## src/rtl/msk_unload_serializer.sv

```systemverilog
// Masked output serializer: captures one full masked block and streams it
// out one masked word at a time over valid/ready. Shares are only stored,
// shifted, forwarded or zeroed, never combined with each other.
//
// state | meaning
// IDLE  | buffer empty and cleared; ready to accept a new block
// SEND  | presenting buffered words; low word of data_buf is on out_data
module msk_unload_serializer #(
    parameter int d      = 2,
    parameter int NWORDS = 4,
    parameter int W      = 32
) (
    input  logic                     clk,
    input  logic                     rst_n,
    input  logic                     in_valid,
    output logic                     in_ready,
    input  logic [NWORDS*W*d-1:0]    in_data,
    output logic                     out_valid,
    input  logic                     out_ready,
    output logic [W*d-1:0]           out_data,
    output logic                     out_last
);
    localparam int WD = W * d;
    localparam int BW = NWORDS * WD;
    localparam int CW = (NWORDS > 1) ? $clog2(NWORDS) : 1;

    typedef enum logic {
        IDLE = 1'b0,
        SEND = 1'b1
    } state_t;

    state_t          state;
    state_t          state_nxt;
    logic [CW-1:0]   cnt;
    logic [BW-1:0]   data_buf;
    logic            cnt_last;
    logic            in_fire;
    logic            out_fire;

    assign cnt_last = (cnt == CW'(NWORDS - 1));
    assign in_fire  = in_valid && in_ready;
    assign out_fire = out_valid && out_ready;

    // State register
    always_ff @(posedge clk) begin
        if (!rst_n) begin
            state <= IDLE;
        end else begin
            state <= state_nxt;
        end
    end

    // Next-state logic; a completing block with a new one waiting stays in SEND
    always_comb begin
        state_nxt = state;
        case (state)
            IDLE: if (in_fire) state_nxt = SEND;
            SEND: if (out_fire && cnt_last && !in_valid) state_nxt = IDLE;
            default: state_nxt = IDLE;
        endcase
    end

    // Output decode; out_data is zero in IDLE because the buffer is cleared there
    always_comb begin
        out_valid = (state == SEND);
        out_last  = out_valid && cnt_last;
        in_ready  = (state == IDLE) || (out_valid && out_ready && out_last);
        out_data  = data_buf[WD-1:0];
    end

    // Buffer and word counter: load, shift out with zero fill, or clear on completion
    always_ff @(posedge clk) begin
        if (!rst_n) begin
            data_buf <= '0;
            cnt      <= '0;
        end else if (in_fire) begin
            data_buf <= in_data;
            cnt      <= '0;
        end else if (out_fire) begin
            if (cnt_last) begin
                data_buf <= '0;
                cnt      <= '0;
            end else begin
                data_buf <= data_buf >> WD;
                cnt      <= cnt + CW'(1);
            end
        end
    end

endmodule

```

## config.mk

```make
export PLATFORM = sky130hd
export DESIGN_NAME = msk_unload_serializer
export DESIGN_NICKNAME = d
export VERILOG_FILES = /design/src/rtl/msk_unload_serializer.sv
export SDC_FILE = /design/constraint.sdc
export NUM_CORES = 1
export LEC_CHECK = 0
export BUFFER_PORTS_ARGS = -buffer_cell sky130_fd_sc_hd__buf_2
export CORE_MARGIN = 3
export CORE_UTILIZATION = 50
export CTS_CLUSTER_DIAMETER = 60
export DETAILED_ROUTE_END_ITERATION = 12
export GPL_ROUTABILITY_DRIVEN = 0
export GPL_TIMING_DRIVEN = 0
export HOLD_SLACK_MARGIN = 0.06
export PLACE_DENSITY = 0.77
export SKIP_CTS_REPAIR_TIMING = 1
export SYNTH_ARGS = -nofsm -noshare
export SYNTH_HDL_FRONTEND = slang
export SYNTH_SLANG_ARGS = --single-unit
```

## constraint.sdc

```tcl
create_clock -name clk -period 3 [get_ports clk]
set_input_delay 0 -clock clk [delete_from_list [all_inputs] [get_ports clk]]
set_output_delay 0 -clock clk [all_outputs]
set_load 0.005 [all_outputs]
```

After elaboration in Yosys (flattened, before gate mapping). Cells that the tools add are included. Widths: inputs -> output; s select.

$add $sub $neg: 1. Equal/unequal tests: 1. Multiplexer cells: 7. Bitwise logic cells: 2. Reduce and logical (&&, ||, !) cells: 10.

Operator list (number): $mux 256 (2); $mux 192 (1); $logic_and 1x1->1 (6); $add 2x1->2 const B (1); $eq 2x2->1 const B (1); $mux 1 (2); $mux 2 (1); $not 1->1 (2); $pmux 1 s2 (1); $reduce_bool 2->1 (1); $reduce_or 2->1 (1); $logic_not 1->1 (1); $logic_or 1x1->1 (1).

Bits in registers: 259. Input port bits: 260. Output and inout port bits: 67. Logic and storage cells: 24.

Depth between registers and ports, before layout. Gate-level depths: netlist of run 1.

Depth in word-level cells: 7. Mapped depth: 7. Gate-level depth less buffers: 4.

Worst setup path before layout of run 1. Ideal clock, no wire load.

Kind: flip-flop to flip-flop. From: register cnt[0]. To: register data_buf[192]. Setup time: 0.117 ns. Data arrival time: 1.371 ns. Required time: 2.883 ns. Slack: 1.513 ns. Cell stages (with the launch flop): 8. Buffers on the path: 3. Clock period less this slack: 1.487 ns. Cell sequence: dfxtp_1 ha_1 buf_2 a21boi_1 nor3b_1 buf_2 buf_2 a22o_1.

Longest elaborated chain between the ends: 6. Elaborated cells on any way between the ends: 7. Classes of those cells: eq/ne (1); mux (1); reduce/logical (5).

RTL lines: start: declaration (line 34) `logic [CW-1:0] cnt;`; start signal: assignment (line 85) `cnt <= cnt + CW'(1);`; $eq 2x2->1 * (line 40) `assign cnt_last = (cnt == CW'(NWORDS - 1));`; $logic_and 1x1->1 * (line 66) `out_last = out_valid && cnt_last;`; $logic_and 1x1->1 * (line 67) `in_ready = (state == IDLE) || (out_valid && out_ready && out_last);`; $logic_or 1x1->1 * (line 67); $logic_and 1x1->1 * (line 41) `assign in_fire = in_valid && in_ready;`; $mux 256 or $reduce_bool 2->1 (tied branches); end signal: assignment (line 77) `data_buf <= in_data;`; end signal: assignment (line 84) `data_buf <= data_buf >> WD;`; end: declaration (line 35) `logic [BW-1:0] data_buf;`.

Every way passes the cells marked *; elsewhere a longest branch is shown, timed or not. A chain may end at the register's enable or synchronous reset.

Final worst setup path of run 1.
From: register cnt[0]. To: output port out_last.

Longest elaborated chain between the ends: 2.

RTL lines: $eq 2x2->1 (line 40); $logic_and 1x1->1 (line 66); end: declaration (line 21) `output logic out_last`.

Every way passes these cells.

==> flow_results.org, run 1 <==
** Clock network
- In this run, CTS created clock tree buffers numbering 28.
- Later-pin clock latency in the skew report :: 530 ps
- Clock Tree Buf Depth :: 3
- TritonCTS built the clock tree.
- Clock slew at reported path FFs :: 60 ps
- The clock net in this run drives a total of 259 sinks.
- The tree is rooted in a clkbuf_16.
- In this run the number of H-tree levels came out at 1.

** Timing
- The clock period could shrink to 2370 ps.
- Setup slack on the critical path of the routed design comes to 625 ps.
- Setup repair after global routing left no endpoint under its margin.
- Final critical-path share of the clock period :: 79.2%
- Between clock sinks in the finished design, the worst skew comes to 8.66 ps.
- Static timing analysis puts the maximum clock frequency at 421 MHz.
- Fin Setup TNS :: 0 ps
- Total count of hold-check failures in the final report :: 0
- Measured against its own limit, the worst slew margin works out to 44.2%.
- Setup violations remaining at the end of the flow were counted as 0.
- Max-slew violation total from the final report :: 0
- Pin slew with the least headroom to its limit :: 836 ps

** Detailed routing
- Antenna-violating nets left :: 0
- Total via count after detailed routing :: 14900
- Count of unresolved DRC violations after routing :: 0
- The detailed router finished its first iteration with 1815 violations.
- In the final routed layout, each cell accounts on average for 22.3 um.
- Average via count per standard cell :: 6.58
- After detailed routing, the total wire length is 50400 um.
- Drt first pass iters :: 6

** Logic synthesis
- Count of warnings emitted by yosys :: 0
- Syn Std Cell Area :: 0.0116 mm^2
- Synthesized Nets :: 1597
- In this run, distinct cell masters in the synthesized netlist total 22.
- Sequential elements use 44.7% of the synthesized area.
- Synthesized area per cell :: 8.69 um^2
- In this run, synthesis produced a sequential element count of 259.
- Synthesis produced a netlist whose cell count is 1336.

** Worst setup path
- CP startpoint kind :: register
- Worst Path Max Fanout :: 10
- Data arrival time at the worst-slack endpoint :: 2370 ps
- STA classifies the critical path endpoint as a primary output.
- Data on the critical path is required at its endpoint by 3000 ps.
- CP Class :: register to primary output

** Run status
- The flow ran to the end, and the final reports show no timing, DRC or antenna violations.

** Pwr
- Per report_power, the combinational group accounts for 17.5% of the total.
- In this run switching power makes up 26.8% of total power.
- Switching power of the nets :: 2.42 mW
- Total internal power :: 6.62 mW
- IR Drop Worst-Case VDD :: 0.434 mV
- Power spread over the standard cell area amounts to 528 mW/mm^2.
- Clock network power share :: 39.2%
- Overall power consumption after layout is estimated at 9.04 mW.
- Static leakage power :: 7.03 nW
- Of the total power, registers draw 43.3%.

** Floorplanning
- Number of cell rows :: 55
- Once the floorplan was initialized, standard cells occupied 51.1% of the core.
- Horizontal die dimension :: 158 um
- The floorplan step set the die height to 158 um.
- Placeable Area :: 0.0227 mm^2
- Die ar. :: 0.0251 mm^2
- Boundary pin count :: 327

** Placed design
- # port buffers :: 325
- Detailed placer's ending HPWL :: 30000 um
- Timing analysis after detailed placement gives a worst setup slack of 1060 ps.

** Global route
- GRT Resource Usage Total :: 30.6%
- Maximum number of pins on one net before global-route repair :: 14
- The first global-routing pass estimated 62200 um of wire.
- Vias in the first global route :: 11700
- Total congestion overflow :: 0
- Initial antenna violation count :: 3

** Cells and area
- In the final design database the tool counted 2210 nets.
- The area growth from synthesis to layout is 47.6%.
- Share of cells above drive strength 1 :: 25.4%

** Job
- # Max-Cap Violations :: 0

** Hold path
- Class of the worst hold path :: input port to register
## logic make-up after synthesis
logic type | synth area share, %
flip-flops | 44.7
buffers and inverters | 10.2
multiplexers | 0.129
AND/OR/NAND/NOR | 8.82
adder cells (fa/ha/maj) | 0.108
AO/OA/AOI/OAI | 36.1
## metrics by stage
| step | cells | util (%) | hold WS, ps | cell area, um^2 |
|---|---|---|---|---|
| after floorplan | 1336 | - | 126 | 11600 |
| after global placement | 1946 | 59.8 | 210 | 13600 |
| after detailed placement | 1946 | 59.8 | 211 | 13600 |
| after CTS | 1996 | 64.0 | -345 | 14500 |
| after global routing | 2257 | 75.4 | 124 | 17100 |
| final | 2259 | 75.4 | 129 | 17100 |
## power groups by stage
stage | clock, mW | sequential (mW) | combinational [mW]
6_report | 3.54 | 3.92 | 1.58
3_5_place_dp | 0 | 3.97 | 1.21
5_1_grt | 3.66 | 3.93 | 1.68
4_1_cts | 3.53 | 3.90 | 1.22
2_1_floorplan | 0 | 3.91 | 0.719
3_3_place_gp | 0 | 3.96 | 1.19
## synth_stat cells
cell	count	area share (%)
nor3b_1	1	0.065
dfxtp_1	259	45
nand2b_1	1	0.054
a22o_1	64	4.8
a21oi_1	385	17
or3_1	1	0.054
mux2_4	1	0.13
nor2_1	2	0.065
inv_2	1	0.032
nand3_1	194	8.4
o221ai_1	192	14
a21boi_1	1	0.065
buf_1	5	0.16
a221oi_1	1	0.075
nand2_1	2	0.065
nor2_4	1	0.097
buf_4	66	4.3
and2_1	1	0.054
ha_1	1	0.11
inv_1	2	0.065
clkbuf_1	94	3.0
buf_2	61	2.6
## metal layers
layer,track usage [%],part of all wire (%),up-vias
met5,0,0,-
met1,41.4,37,6820
met3,5.71,11,319
li1,-,-,6380
met2,49.4,46,1347
met4,10.9,6.8,0
## layout make-up
cell class                 count  area, um^2
antenna                        5        12.5
buffer                       226        1170
clock buffer                  41         841
clock inverter                 9         101
fill                        1536        5580
inverter                       3        11.3
multi-input combinational    848        5240
sequential                   259        5180
tap                          285         357
timing repair buffer         583        4210
## critical path, cell delays in order (launching register included)
cell     delay (ps)
dfxtp_1         350
ha_1            150
buf_2           190
buf_2           340
buf_1           410
and2_1          260
buf_2           140
## state kept, by name, indices dropped and copies added (netlist names)
name and cells:
out_valid 1, data_buf 256, cnt 2
## cells in the final DEF, fill, tap and decap left out, drive strengths merged
cell / netlist / routed
bufinv: 0 / 2
nand2: 2 / 2
nand2b: 1 / 1
dfxtp: 259 / 259
nand3: 194 / 194
buf: 132 / 457
nor2: 3 / 3
inv: 3 / 3
clkinv: 0 / 6
a21oi: 385 / 385
a221oi: 1 / 1
clkbuf: 94 / 135
a21boi: 1 / 1
clkinvlp: 0 / 1
a22o: 64 / 64
nor3b: 1 / 1
mux2: 1 / 1
or3: 1 / 1
and2: 1 / 1
diode: 0 / 5
ha: 1 / 1
o221ai: 192 / 192
dlygate4sd3: 0 / 258
## worst paths after layout
kind                                            startpoint  cells after the start  slack [ps]                         end
worst min register to register  data_buf[231]$_SDFFE_PN0P_                      1         480  data_buf[231]$_SDFFE_PN0P_
worst min-delay path                              in_valid                      4         130  data_buf[188]$_SDFFE_PN0P_
worst max register to register         cnt[0]$_SDFFE_PP0N_                      7         800   data_buf[83]$_SDFFE_PN0P_
worst max-delay path                   cnt[0]$_SDFFE_PP0N_                      6         630                    out_last
Power figures use the tool's default switching activity.
==> run 2: changes to the inputs <==
--- a/config.mk
+++ b/config.mk
@@ -5,6 +5,7 @@
 export SDC_FILE = /design/constraint.sdc
 export NUM_CORES = 1
 export LEC_CHECK = 0
+export ABC_AREA = 1
 export BUFFER_PORTS_ARGS = -buffer_cell sky130_fd_sc_hd__buf_2
 export CORE_MARGIN = 3
 export CORE_UTILIZATION = 50
@@ -13,7 +14,7 @@
 export GPL_ROUTABILITY_DRIVEN = 0
 export GPL_TIMING_DRIVEN = 0
 export HOLD_SLACK_MARGIN = 0.06
-export PLACE_DENSITY = 0.77
+export PLACE_DENSITY = 0.75
 export SKIP_CTS_REPAIR_TIMING = 1
 export SYNTH_ARGS = -nofsm -noshare
 export SYNTH_HDL_FRONTEND = slang
==> constraint.sdc (replaced) <==
create_clock -name clk -period 2.4 [get_ports clk]
set_input_delay 0 -clock clk [delete_from_list [all_inputs] [get_ports clk]]
set_output_delay 0 -clock clk [all_outputs]
set_load 0.005 [all_outputs]
==> flow_results.org, run 2 <==
** Detailed routing
- The number of remaining DRC errors is 0 (unchanged).
- The detailed-route wire length per cell is 16.9 um (-24%).
- The total wire length is 51600 um (+2.4%).
- Drt first pass iters :: 6 (unchanged)
- The post-detailed-route count of antenna-violating nets was 0 (unchanged).
- The starting DRC count in detailed routing is 1442 (-21%).
- The average vias per placed instance was 5.33 (-19%).
- The detailed-route via count was 16300 (+9.7%).

** Floorplanning
- The width of the die came to 172 um (+8.8%).
- Boundary pin count :: 327 (unchanged)
- The placeable core region is 0.0270 mm^2 (+19%).
- The number of core rows came to 60 (+9.1%).
- The floorplan die height is 172 um (+8.8%).
- The floorplan die area came to 0.0297 mm^2 (+18%).
- Effective utilization at floorplan :: 51.1% (about the same)

** Logic synthesis
- Top area cells in the synthesized netlist :: dfxtp_1 38%, nand2_1 12%, nor2_1 10%
- The synthesized netlist cell count was 2078 (+56%).
- The sequential-to-total area share from yosys stat came to 37.5% (-7.2 points).
- Top FF cell, synth :: dfxtp_1
- The number of library cell types mapped by synthesis is 24 (+9.1%).
- Xor and xnor fraction of the mapped netlist area :: 0% (unchanged)
- The area fraction in compound gates after synthesis came to 16.4% (-20 points).
- The biggest area contributor in the post-synthesis netlist is dfxtp_1.
- Number of enable-type register cells in the synthesized netlist :: 0 (unchanged)
- Sorting the synthesized cells by how often they occur yields 452 x nand2_1, 385 x nor2_1, 259 x dfxtp_1.
- The flip-flop and latch count after synthesis came to 259 (unchanged).
- Yosys instantiated no cell more often than nand2_1.
- Multiplexer share of the synthesized area :: 0% (-0.13 points)
- The yosys synthesis warning count is 0 (unchanged).
- By area, the combinational part of the netlist is dominated by simple AND/OR/NAND/NOR gates.
- Synthesized Nets :: 2339 (+46%)
- Syn Std Cell Area :: 0.0138 mm^2 (+19%)
- The average footprint of a synthesized cell was 6.65 um^2 (-23%).
- Share of Yosys cell area claimed by the top area cell type :: 37.5% (-7.2 points)
- The simple-gate share of the synthesized area is 34.3% (+26 points).
- The area share of fa/ha/maj cells after synthesis is 0.0906% (-0.017 points).
- Asr flop ratio synth :: 0% (unchanged)

** Pwr
- The internal portion of total power is 8.70 mW (+31%).
- Switching power of the nets :: 3.56 mW (+47%)
- The net switching fraction of the power came to 29.1% (+2.3 points).
- IR Drop Worst-Case VDD :: 0.505 mV (+16%)
- Total power divided by cell area :: 630 mW/mm^2 (+19%)
- Clock network power share :: 37.9% (-1.3 points)
- Gate power share :: 22.3% (+4.8 points)
- The static leakage is 8.97 nW (+27%).
- Relative contribution of sequential cells to total power :: 39.7% (-3.6 points)

** Hold path
- Class of the worst hold path :: input port to register
- Number of instances on the worst hold path :: 4 (unchanged)
- For hold timing, the worst endpoint is data_buf[241]$_SDFFE_PN0P_.
- The worst hold path begins at in_data[241].

** Global route
- The number of antenna violations at the first check in global routing is 0 (-3).
- The global-route wire length before repair is 67800 um (+9.1%).
- The total overflow reported by the global router is 0 (unchanged).
- The global routing usage on met1 was 39.4% (-2.0 points).
- Vias in the first global route :: 13700 (+18%)
- The fraction of met3 tracks used by global routing is 3.16% (-2.6 points).
- The pin count of the biggest net entering global routing was 15 (+1).
- After global routing, the most crowded layer is met2.
- Met2 Track Usage GR :: 46.5% (-2.9 points)
- GRT Resource Usage Total :: 28.3% (-2.3 points)

** Cells and area
- Register with the most flip-flops :: data_buf
- Share of cells above drive strength 1 :: 24.1% (-1.3 points)
- Fill count :: 2130 (+39%)
- The library cells used most frequently in the layout, excluding fill and tap cells, are 452 x nand2_1, 448 x buf_2, 385 x nor2_1.
- The number of nets in the finished design came to 2954 (+34%).
- Post-route cell area :: 0.0195 mm^2 (+14%)
- The utilization of the core after routing came to 72.1% (-3.3 points).
- The area growth from synthesis to layout is 41.0%.
- The library cell used most frequently in the layout, excluding fill and tap cells, is nand2_1.
- Max FFs per register :: 256 (unchanged)

** Worst setup path
- The critical path arrival is 2250 ps (-120 ps).
- Crit path top cell by count :: buf_2
- Count of buffering cells on the critical path with inverters included :: 3 (-1)
- The worst register-to-register path ends at data_buf[114]$_SDFFE_PN0P_.
- STA classifies the critical path startpoint as a register.
- R2r startpoint :: cnt[0]$_SDFFE_PP0N_
- CP Class :: register to primary output
- FF-to-FF path depth :: 8 (+1)
- Worst path cell trace :: ha_1, nand2_1, nand2_4, buf_6, buf_2, buf_2
- The data required time of the critical path came to 2400 ps (-600 ps).
- The flop-to-flop setup slack was 350 ps (-450 ps).
- Crit path depth :: 6 (unchanged)
- In this design, the largest share of critical-path delay is due to buffers and inverters.
- Cell type of the slowest stage on the worst timing path :: dfxtp_1
- The top fanout value on the critical path was 10 (unchanged).
- Setup crit end kind :: primary output
- Crit path largest cell delay :: 360 ps (-50 ps)

** Timing
- Pin slew with the least headroom to its limit :: 777 ps (-59.8 ps)
- Final critical-path share of the clock period :: 93.6%
- RSZ-0062 raised after global routing :: false
- Max-slew violation total from the final report :: 0 (unchanged)
- The worst-case hold slack came to 229 ps (+99.7 ps).
- Setup-violating endpoint count in the final report :: 0 (unchanged)
- Post-layout minimum cycle time :: 2250 ps
- The clock skew after layout came to 25.1 ps (+16.4 ps).
- Total count of hold-check failures in the final report :: 0 (unchanged)
- Final Worst Setup Slack :: 155 ps (-471 ps)
- The worst slew margin relative to its limit came to 48.2% (+4.0 points).
- Top achievable clock speed :: 445 MHz
- Fin Setup TNS :: 0 ps (unchanged)

** Clock network
- TritonCTS built the clock tree.
- The clock-pin slew on the worst setup and hold paths is 60 ps (about the same).
- Clock root cell :: clkbuf_16
- The number of buffers inserted during clock tree synthesis is 29 (+3.6%).
- The clock insertion delay at the later pin of the skew report came to 560 ps (+30 ps).
- The maximum root-to-sink buffer count is 3 (unchanged).
- Count of clock tree sinks :: 259 (unchanged)
- Number of H-tree levels :: 1 (unchanged)

** Placed design
- # port buffers :: 325 (unchanged)
- The minimum setup slack after placement is 463 ps (-600 ps).
- Detailed placer's ending HPWL :: 34000 um (+13%)
- The instance area after placement was 0.0159 mm^2 (+17%).

** Run status
- The run finished with clean final reports.

** Job
- The number of maximum-capacitance violations was 0 (unchanged).
-- run 2: cells by family (layout without fill, tap and decap cells) --
| group | count (synthesis) | in the layout |
|---|---|---|
| and+or+nand+nor | 1099 | 1099 |
| AOI/OAI and AO/OA | 452 | 452 |
| buffers and inverters | 267 | 903 |
| DFF | 259 | 259 |
| adders and majority gates | 1 | 1 |
| other | 0 | 4 |
-- run 2: power by group through the flow --
stage / Sequential, mW / Clock [mW] / Combinational, mW
after floorplan: 4.88 / 0 / 1.55
after global routing: 4.91 / 4.86 / 3.02
after global placement: 4.95 / 0 / 2.25
final: 4.88 / 4.65 / 2.74
after CTS: 4.87 / 4.67 / 2.31
after detailed placement: 4.96 / 0 / 2.30
-- run 2: area by class of cell --
type	count	area, um^2	share of cell area, %
antenna	4	10.0	0.0514
buffer	262	1590	8.16
clock buffer	38	840	4.31
clock inverter	14	169	0.867
inverter	5	18.8	0.0963
multi-input combinational	1552	7020	36.1
sequential	259	5180	26.6
tap	341	427	2.19
timing repair buffer	584	4220	21.7
-- run 2: worst max path at each step --
| stage | startpoint | to | slack, ps |
|---|---|---|---|
| global placement | out_valid$_SDFF_PN0_ | data_buf[115]$_SDFFE_PN0P_ | 530 |
| finish | cnt[0]$_SDFFE_PP0N_ | in_ready | 150 |
| detailed placement | cnt[0]$_SDFFE_PP0N_ | data_buf[114]$_SDFFE_PN0P_ | 460 |
| global route | cnt[0]$_SDFFE_PP0N_ | in_ready | 100 |
| floorplan | cnt[0]$_SDFFE_PP0N_ | data_buf[152]$_SDFFE_PN0P_ | 970 |
| CTS | cnt[0]$_SDFFE_PP0N_ | in_ready | 250 |
-- run 2: tightest hold or removal path: stages --
cell and delay, ps:
dlygate4sd3_1 510, buf_2 90, nand2_1 40, a21oi_1 100
-- run 2: through the flow --
step / total power [mW] / std cells
5_1_grt: 12.8 / 3055
6_report: 12.3 / 3059
3_3_place_gp: 7.19 / 2744
3_5_place_dp: 7.25 / 2744
4_1_cts: 11.9 / 2796
2_1_floorplan: 6.44 / 2078
-- run 2: metal layers --
layer	up-vias	wire length, um
met5	-	0
met4	0	2400
met3	194	4080
met2	849	23800
met1	7264	21300
li1	7996	-
